File: config.mk
export PLATFORM = sky130hd
export DESIGN_NAME = cla_seq_adder_flat
export DESIGN_NICKNAME = d
export VERILOG_FILES = /design/src/rtl/cla_seq_adder_if.sv /design/src/rtl/cla_seq_adder.sv /design/src/flat_wrapper.sv
export SDC_FILE = /design/constraint.sdc
export NUM_CORES = 1
export LEC_CHECK = 0
export ABC_AREA = 1
export BUFFER_PORTS_ARGS = -buffer_cell sky130_fd_sc_hd__buf_2
export CORE_ASPECT_RATIO = 0.8
export CORE_MARGIN = 5
export CORE_UTILIZATION = 55
export DETAILED_ROUTE_END_ITERATION = 6
export PLACE_DENSITY = 0.86
export SLEW_MARGIN = 20
export SYNTH_ARGS = -nofsm -noshare
export SYNTH_HDL_FRONTEND = slang
export SYNTH_SLANG_ARGS = --single-unit
File: constraint.sdc
create_clock -name clk -period 5.51 [get_ports clk]
set_input_delay 0.8265 -clock clk [delete_from_list [all_inputs] [get_ports clk]]
set_output_delay 0.8265 -clock clk [all_outputs]
set_load 0.02 [all_outputs]
File: src/rtl/cla_seq_adder_if.sv
// Operand/result bundle for the sequential carry-lookahead adder.
// The requester owns start/operands; the adder owns status and results.
interface cla_seq_adder_if #(parameter int WIDTH = 16);
    logic             start;
    logic [WIDTH-1:0] a;
    logic [WIDTH-1:0] b;
    logic             cin;
    logic             sub;
    logic             busy;
    logic             done;
    logic [WIDTH-1:0] sum;
    logic             cout;
    logic             ovf;
    logic             g_out;
    logic             p_out;

    modport master (
        output start, a, b, cin, sub,
        input  busy, done, sum, cout, ovf, g_out, p_out
    );

    modport slave (
        input  start, a, b, cin, sub,
        output busy, done, sum, cout, ovf, g_out, p_out
    );
endinterface

File: src/rtl/cla_seq_adder.sv
// Sequential adder/subtractor: one 4-bit carry-lookahead slice reused over
// WIDTH/4 cycles, LSB slice first, with whole-word group generate/propagate.
//   state | meaning
//   IDLE  | waiting for start
//   RUN   | one slice per edge, busy=1
//   DONE  | results valid, done=1 for this cycle; start here restarts
module cla_seq_adder #(
    parameter int WIDTH = 16
) (
    input logic            clk,
    input logic            rst,
    cla_seq_adder_if.slave bus
);
    localparam int NSL = WIDTH / 4;
    localparam int IW  = (NSL > 1) ? $clog2(NSL) : 1;

    typedef enum logic [1:0] {IDLE, RUN, DONE} state_t;

    state_t           state_q, state_d;
    logic [WIDTH-1:0] a_q, b_q, sum_w, sum_q;
    logic             carry_q, g_acc, p_acc;
    logic [IW-1:0]    idx_q;
    logic             cout_q, ovf_q, g_q, p_q;

    logic [3:0] sg, sp, ss;
    logic [4:0] c;
    logic       grp_g, grp_p, accept, last;

    // Operands are shifted right each slice so the active nibble is always [3:0].
    always_comb begin
        sg = a_q[3:0] & b_q[3:0];
        sp = a_q[3:0] ^ b_q[3:0];
        c[0] = carry_q;
        c[1] = sg[0] | (sp[0] & c[0]);
        c[2] = sg[1] | (sp[1] & sg[0]) | (sp[1] & sp[0] & c[0]);
        c[3] = sg[2] | (sp[2] & sg[1]) | (sp[2] & sp[1] & sg[0])
             | (sp[2] & sp[1] & sp[0] & c[0]);
        c[4] = sg[3] | (sp[3] & sg[2]) | (sp[3] & sp[2] & sg[1])
             | (sp[3] & sp[2] & sp[1] & sg[0])
             | (sp[3] & sp[2] & sp[1] & sp[0] & c[0]);
        ss    = sp ^ c[3:0];
        grp_g = sg[3] | (sp[3] & sg[2]) | (sp[3] & sp[2] & sg[1])
              | (sp[3] & sp[2] & sp[1] & sg[0]);
        grp_p = &sp;
    end

    assign accept = bus.start && (state_q != RUN);
    assign last   = (state_q == RUN) && (idx_q == IW'(NSL - 1));

    always_ff @(posedge clk or posedge rst) begin
        if (rst) state_q <= IDLE;
        else     state_q <= state_d;
    end

    always_comb begin
        state_d = state_q;
        case (state_q)
            IDLE:    if (bus.start) state_d = RUN;
            RUN:     if (last)      state_d = DONE;
            DONE:    state_d = bus.start ? RUN : IDLE;
            default: state_d = IDLE;
        endcase
    end

    always_ff @(posedge clk or posedge rst) begin
        if (rst) begin
            a_q     <= '0;
            b_q     <= '0;
            sum_w   <= '0;
            carry_q <= 1'b0;
            idx_q   <= '0;
            g_acc   <= 1'b0;
            p_acc   <= 1'b0;
            sum_q   <= '0;
            cout_q  <= 1'b0;
            ovf_q   <= 1'b0;
            g_q     <= 1'b0;
            p_q     <= 1'b0;
        end else if (accept) begin
            a_q     <= bus.a;
            b_q     <= bus.sub ? ~bus.b : bus.b;
            carry_q <= bus.sub ? 1'b1 : bus.cin;
            idx_q   <= '0;
            g_acc   <= 1'b0;
            p_acc   <= 1'b1;
        end else if (state_q == RUN) begin
            a_q     <= a_q >> 4;
            b_q     <= b_q >> 4;
            sum_w   <= {ss, sum_w[WIDTH-1:4]};
            carry_q <= c[4];
            idx_q   <= idx_q + IW'(1);
            g_acc   <= grp_g | (grp_p & g_acc);
            p_acc   <= grp_p & p_acc;
            if (last) begin
                sum_q  <= {ss, sum_w[WIDTH-1:4]};
                cout_q <= c[4];
                ovf_q  <= c[3] ^ c[4];
                g_q    <= grp_g | (grp_p & g_acc);
                p_q    <= grp_p & p_acc;
            end
        end
    end

    assign bus.busy  = (state_q == RUN);
    assign bus.done  = (state_q == DONE);
    assign bus.sum   = sum_q;
    assign bus.cout  = cout_q;
    assign bus.ovf   = ovf_q;
    assign bus.g_out = g_q;
    assign bus.p_out = p_q;
endmodule

File: src/flat_wrapper.sv
// flat-port wrapper written by rule: the top's interface ports become plain ports
module cla_seq_adder_flat 
#(
    parameter int WIDTH = 16
)
  (clk, rst, bus_start, bus_a, bus_b, bus_cin, bus_sub, bus_busy, bus_done, bus_sum, bus_cout, bus_ovf, bus_g_out, bus_p_out);
  cla_seq_adder_if #(.WIDTH(WIDTH)) bus_i ();
  input logic clk;
  input logic rst;
  input wire logic [$bits(bus_i.start)-1:0] bus_start;
  input wire logic [$bits(bus_i.a)-1:0] bus_a;
  input wire logic [$bits(bus_i.b)-1:0] bus_b;
  input wire logic [$bits(bus_i.cin)-1:0] bus_cin;
  input wire logic [$bits(bus_i.sub)-1:0] bus_sub;
  output wire logic [$bits(bus_i.busy)-1:0] bus_busy;
  output wire logic [$bits(bus_i.done)-1:0] bus_done;
  output wire logic [$bits(bus_i.sum)-1:0] bus_sum;
  output wire logic [$bits(bus_i.cout)-1:0] bus_cout;
  output wire logic [$bits(bus_i.ovf)-1:0] bus_ovf;
  output wire logic [$bits(bus_i.g_out)-1:0] bus_g_out;
  output wire logic [$bits(bus_i.p_out)-1:0] bus_p_out;
  assign bus_i.start = bus_start;
  assign bus_i.a = bus_a;
  assign bus_i.b = bus_b;
  assign bus_i.cin = bus_cin;
  assign bus_i.sub = bus_sub;
  assign bus_busy = bus_i.busy;
  assign bus_done = bus_i.done;
  assign bus_sum = bus_i.sum;
  assign bus_cout = bus_i.cout;
  assign bus_ovf = bus_i.ovf;
  assign bus_g_out = bus_i.g_out;
  assign bus_p_out = bus_i.p_out;
  cla_seq_adder #(.WIDTH(WIDTH)) u_core (.clk(clk), .rst(rst), .bus(bus_i));
endmodule
==> results.txt <==
Dividing total power by cell area gives a power density of 583.4 nW/um^2. The number of buffers added on ports came out at 58. The number of global-route vias before repair is 2491. The final critical delay including setup and external delays came out at 2.484 ns. The proportion of power drawn by combinational gates is 0.413.

The total I/O pin count came out at 59. In this run the critical register-to-register path is launched from u_core.state_q[0]. The last weighted congestion value of the routability-driven placer is 0.8990.

The transition at the pin with the smallest max-transition slack is 0.8479 ns. In the layout the commonest cells are sky130_fd_sc_hd__nand2_1, sky130_fd_sc_hd__dfrtp_1, sky130_fd_sc_hd__buf_2. The number of endpoints failing setup at the final stage is 0. Wires add up to 6778 um.

The slack of the worst reg-to-reg path came out at 3.61 ns. The final sum of negative setup slack came out at 0 ns. The detailed-routing iteration count for the pre-antenna-repair pass is 5. The growth of design area from synthesis to finish is 15.38%. The clock latency on the worst-skew pair came out at 0.35 ns.

The worst hold path terminates at u_core.bus.sum[3]. The TritonCTS clock tree is yes. The worst clock skew came out at 0.006674 ns. The period utilization came out at 0.4509.

The library cell used most frequently in the layout, excluding fill and tap cells, is sky130_fd_sc_hd__nand2_1. Traced cell by cell, the critical path runs through inv_1, nand2_4, inv_2, buf_2. The count of H-tree levels built during CTS is 3. The worst-path cell with the longest stage delay is sky130_fd_sc_hd__dfrtp_1.

The peak clock frequency supported by timing is 0.4025 GHz. The pin count of the biggest net entering global routing is 72. The count of mapped cells out of synthesis came out at 346. The highest net fanout along the worst path came out at 44. The area used by multi-input combinational logic came out at 1147 sq um. The worst-case headroom to the max-slew limit came out at 0.4347.

The count of cells along the worst hold path is 2. The aggregate global-route resource usage came out at 0.2029. The effective utilization at floorplan is 0.5757. The footprint of the flip-flops and latches is 1777 sq um.

The number of buffer and inverter instances along the worst setup path came out at 3. The internal portion of total power came out at 1255 uW. The worst-case reg-to-reg path depth is 6. STA classifies the critical path startpoint as a flop.

The worst hold path begins at u_core.sum_w[7]. The starting DRC count in detailed routing is 297. The number of placement rows came out at 24. The core area came out at 5555 sq um. The number of fillers in the final layout is 444.

In this run the power spent charging and discharging nets is 897.7 uW. The synthesis warning total came out at 0. From left edge to right edge, the die measures 95.26 um.

The total count of max-transition violations in the final report was 0. At the worst endpoint, the required time is 4.68 ns. After detailed routing, the number of remaining DRC violations is 0.

The distinct cell type count after synthesis is 27. The average footprint of a synthesized cell is 9.243 sq um. Buffers inserted during clock tree synthesis total 9. The average detailed-routed wire length per instance is 14.00 um. The number of register bits inferred by synthesis is 71. The post-route core utilization is 0.6642. The sequential area share after synthesis is 0.5556. The area of the die is 7449 sq um.

The HPWL after detailed placement is 4667 um. The flow ran to the end, and the final reports show no timing, DRC or antenna violations. The worst hold path belongs to the class flop to flop. The residual overflow from global routing is 0. The floorplan step set the die height to 78.21 um. At the end of the flow, the number of nets in the layout was 444. The sort of element at the end of the critical path is an output pin. The hold violation total from the final report is 0. The number of buffers added for setup after CTS is 0. Setup repair after global routing left no endpoint under its margin.

The maximum ir drop on the vdd rail came out at 0.0003034 V. The count of maximum capacitance violations came out at 0. After detailed routing, the number of vias per cell comes to 5.252. The initial antenna violation count came out at 0. The synthesized net count came out at 389.

The number of cells on the critical path is 4. The global-route wire length before repair is 11780 um. The number of hold buffers added after CTS is 0. The number of nets with antenna violations after routing is 0. The cell area after technology mapping is 3198 sq um. The share of final-layout standard cells stronger than drive strength 1 is 0.2094.

The worst register-to-register path ends at u_core.bus.sum[15]. The total via count after detailed routing is 2542. The arrival time of data at the critical path endpoint is 1.66 ns. The kind of cell adding the most delay to the critical path is buffers and inverters. The sequential share of power is 0.397.

Once the clock tree was built, the resizer swapped 0 gates to a different size. The total leakage power came out at 0.001907 uW. The total number of clock tree sinks is 71. The repair_antennas step left the layout with diodes totalling 0. The root buffer cell is sky130_fd_sc_hd__clkbuf_8. The fraction of power spent switching nets is 0.4170. The maximum cell stage delay along the critical path is 0.37 ns. The longest clock path from root to sink contains 2 buffers. The relative contribution of the clock network to total power is 0.190. By startpoint and endpoint, the worst setup path is classified as flop to output pin.

The clock-pin slew on the worst setup and hold paths came out at 0.07 ns.
-- worst max-delay path by stage --
stage,startpoint,end,slack [ns]
2_1_floorplan,rst,u_core.a_q[0],2.89
3_3_place_gp,u_core.state_q[1],bus_busy,3.44
3_5_place_dp,u_core.state_q[1],bus_busy,3.41
4_1_cts,u_core.state_q[1],bus_busy,3.01
5_1_grt,u_core.state_q[1],bus_busy,2.92
6_report,u_core.state_q[1],bus_busy,3.03
-- through the flow --
| step | cell area, sq um | power [uW] | setup slack (ns) | hold WS (ns) | cells |
|---|---|---|---|---|---|
| 6_report | 3690 | 2153 | 3.026 | 0.4765 | 484 |
| 5_1_grt | 3690 | 2324 | 2.921 | 0.5010 | 484 |
| 4_1_cts | 3690 | 2161 | 3.014 | 0.4772 | 484 |
| 3_3_place_gp | 3492 | 1692 | 3.442 | 0.4603 | 468 |
| 2_1_floorplan | 3198 | 1515 | 2.887 | 0.4422 | 346 |
| 3_5_place_dp | 3492 | 1740 | 3.412 | 0.4609 | 468 |
-- routing by layer --
metal  part of all wire  vias to the layer above  global-route usage
met2               0.47                       90              0.3159
met1               0.44                     1222              0.2730
met4             0.0087                        0             0.05331
met3              0.082                        5             0.06883
li1                   -                     1225                   -
met5                  0                        -                   0
-- kinds of logic (layout without fill, tap and decap cells) --
logic type,count (synthesis),in the layout,synth area share
compound gates,62,62,0.1268
xor+xnor,13,13,0.03560
fa+ha+maj,6,6,0.02582
buf+inv,61,121,0.08568
flops,71,71,0.5556
simple gates,133,133,0.1706
-- power by group through the flow --
stage               sequential (uW)  clock, uW  combinational (uW)
finish                          855        409                 888
global route                    877        443                1000
CTS                             853        418                 890
detailed placement              861          0                 880
global placement                853          0                 839
floorplan                       919          0                 597
-- registers in the layout, summed over array words and instances (netlist names) --
signal,flops
u_core.a_q,16
u_core.b_q,16
u_core.bus.sum,16
u_core.sum_w,12
u_core.idx_q,2
u_core.state_q,2
u_core.bus.cout,1
u_core.bus.g_out,1
u_core.bus.ovf,1
u_core.bus.p_out,1
u_core.carry_q,1
u_core.g_acc,1
u_core.p_acc,1
-- cells in the mapped netlist --
master	count	area, sq um
sky130_fd_sc_hd__a21oi_1	4	20.02
sky130_fd_sc_hd__a22o_1	1	8.760
sky130_fd_sc_hd__buf_2	6	30.03
sky130_fd_sc_hd__buf_6	5	56.30
sky130_fd_sc_hd__clkbuf_1	4	15.01
sky130_fd_sc_hd__dfrtp_1	71	1777
sky130_fd_sc_hd__fa_1	1	20.02
sky130_fd_sc_hd__ha_1	5	62.56
sky130_fd_sc_hd__inv_1	42	157.7
sky130_fd_sc_hd__inv_2	4	15.01
sky130_fd_sc_hd__nand2_1	105	394.1
sky130_fd_sc_hd__nand2_2	1	6.260
sky130_fd_sc_hd__nand2_4	3	33.78
sky130_fd_sc_hd__nand3_1	12	60.06
sky130_fd_sc_hd__nand4_1	1	6.260
sky130_fd_sc_hd__nor2_1	9	33.78
sky130_fd_sc_hd__nor2_2	1	6.260
sky130_fd_sc_hd__nor3_1	1	5.000
sky130_fd_sc_hd__o211ai_1	6	45.04
sky130_fd_sc_hd__o21ai_0	20	100.1
sky130_fd_sc_hd__o21ai_1	10	50.05
sky130_fd_sc_hd__o221ai_1	15	131.4
sky130_fd_sc_hd__o22a_1	1	8.760
sky130_fd_sc_hd__o22ai_1	1	6.260
sky130_fd_sc_hd__o32ai_1	4	35.03
sky130_fd_sc_hd__xnor2_1	4	35.03
sky130_fd_sc_hd__xor2_1	9	78.83
-- final cells by class --
cell class	instances	area share
clock buffer	10	0.03730
clock inverter	6	0.01628
inverter	46	0.04680
multi-input combinational	214	0.3110
sequential	71	0.4815
tap	78	0.02645
timing repair buffer	59	0.08071
-- worst register-to-register path, cell delays in order, from the launching register on --
cell and delay, ns:
sky130_fd_sc_hd__dfrtp_1 0.44, sky130_fd_sc_hd__nand2_4 0.39, sky130_fd_sc_hd__inv_2 0.24, sky130_fd_sc_hd__nand2_4 0.32, sky130_fd_sc_hd__inv_2 0.18, sky130_fd_sc_hd__nand3_1 0.14, sky130_fd_sc_hd__nand2_1 0.06
No activity file was read; power rests on OpenSTA's default activity.
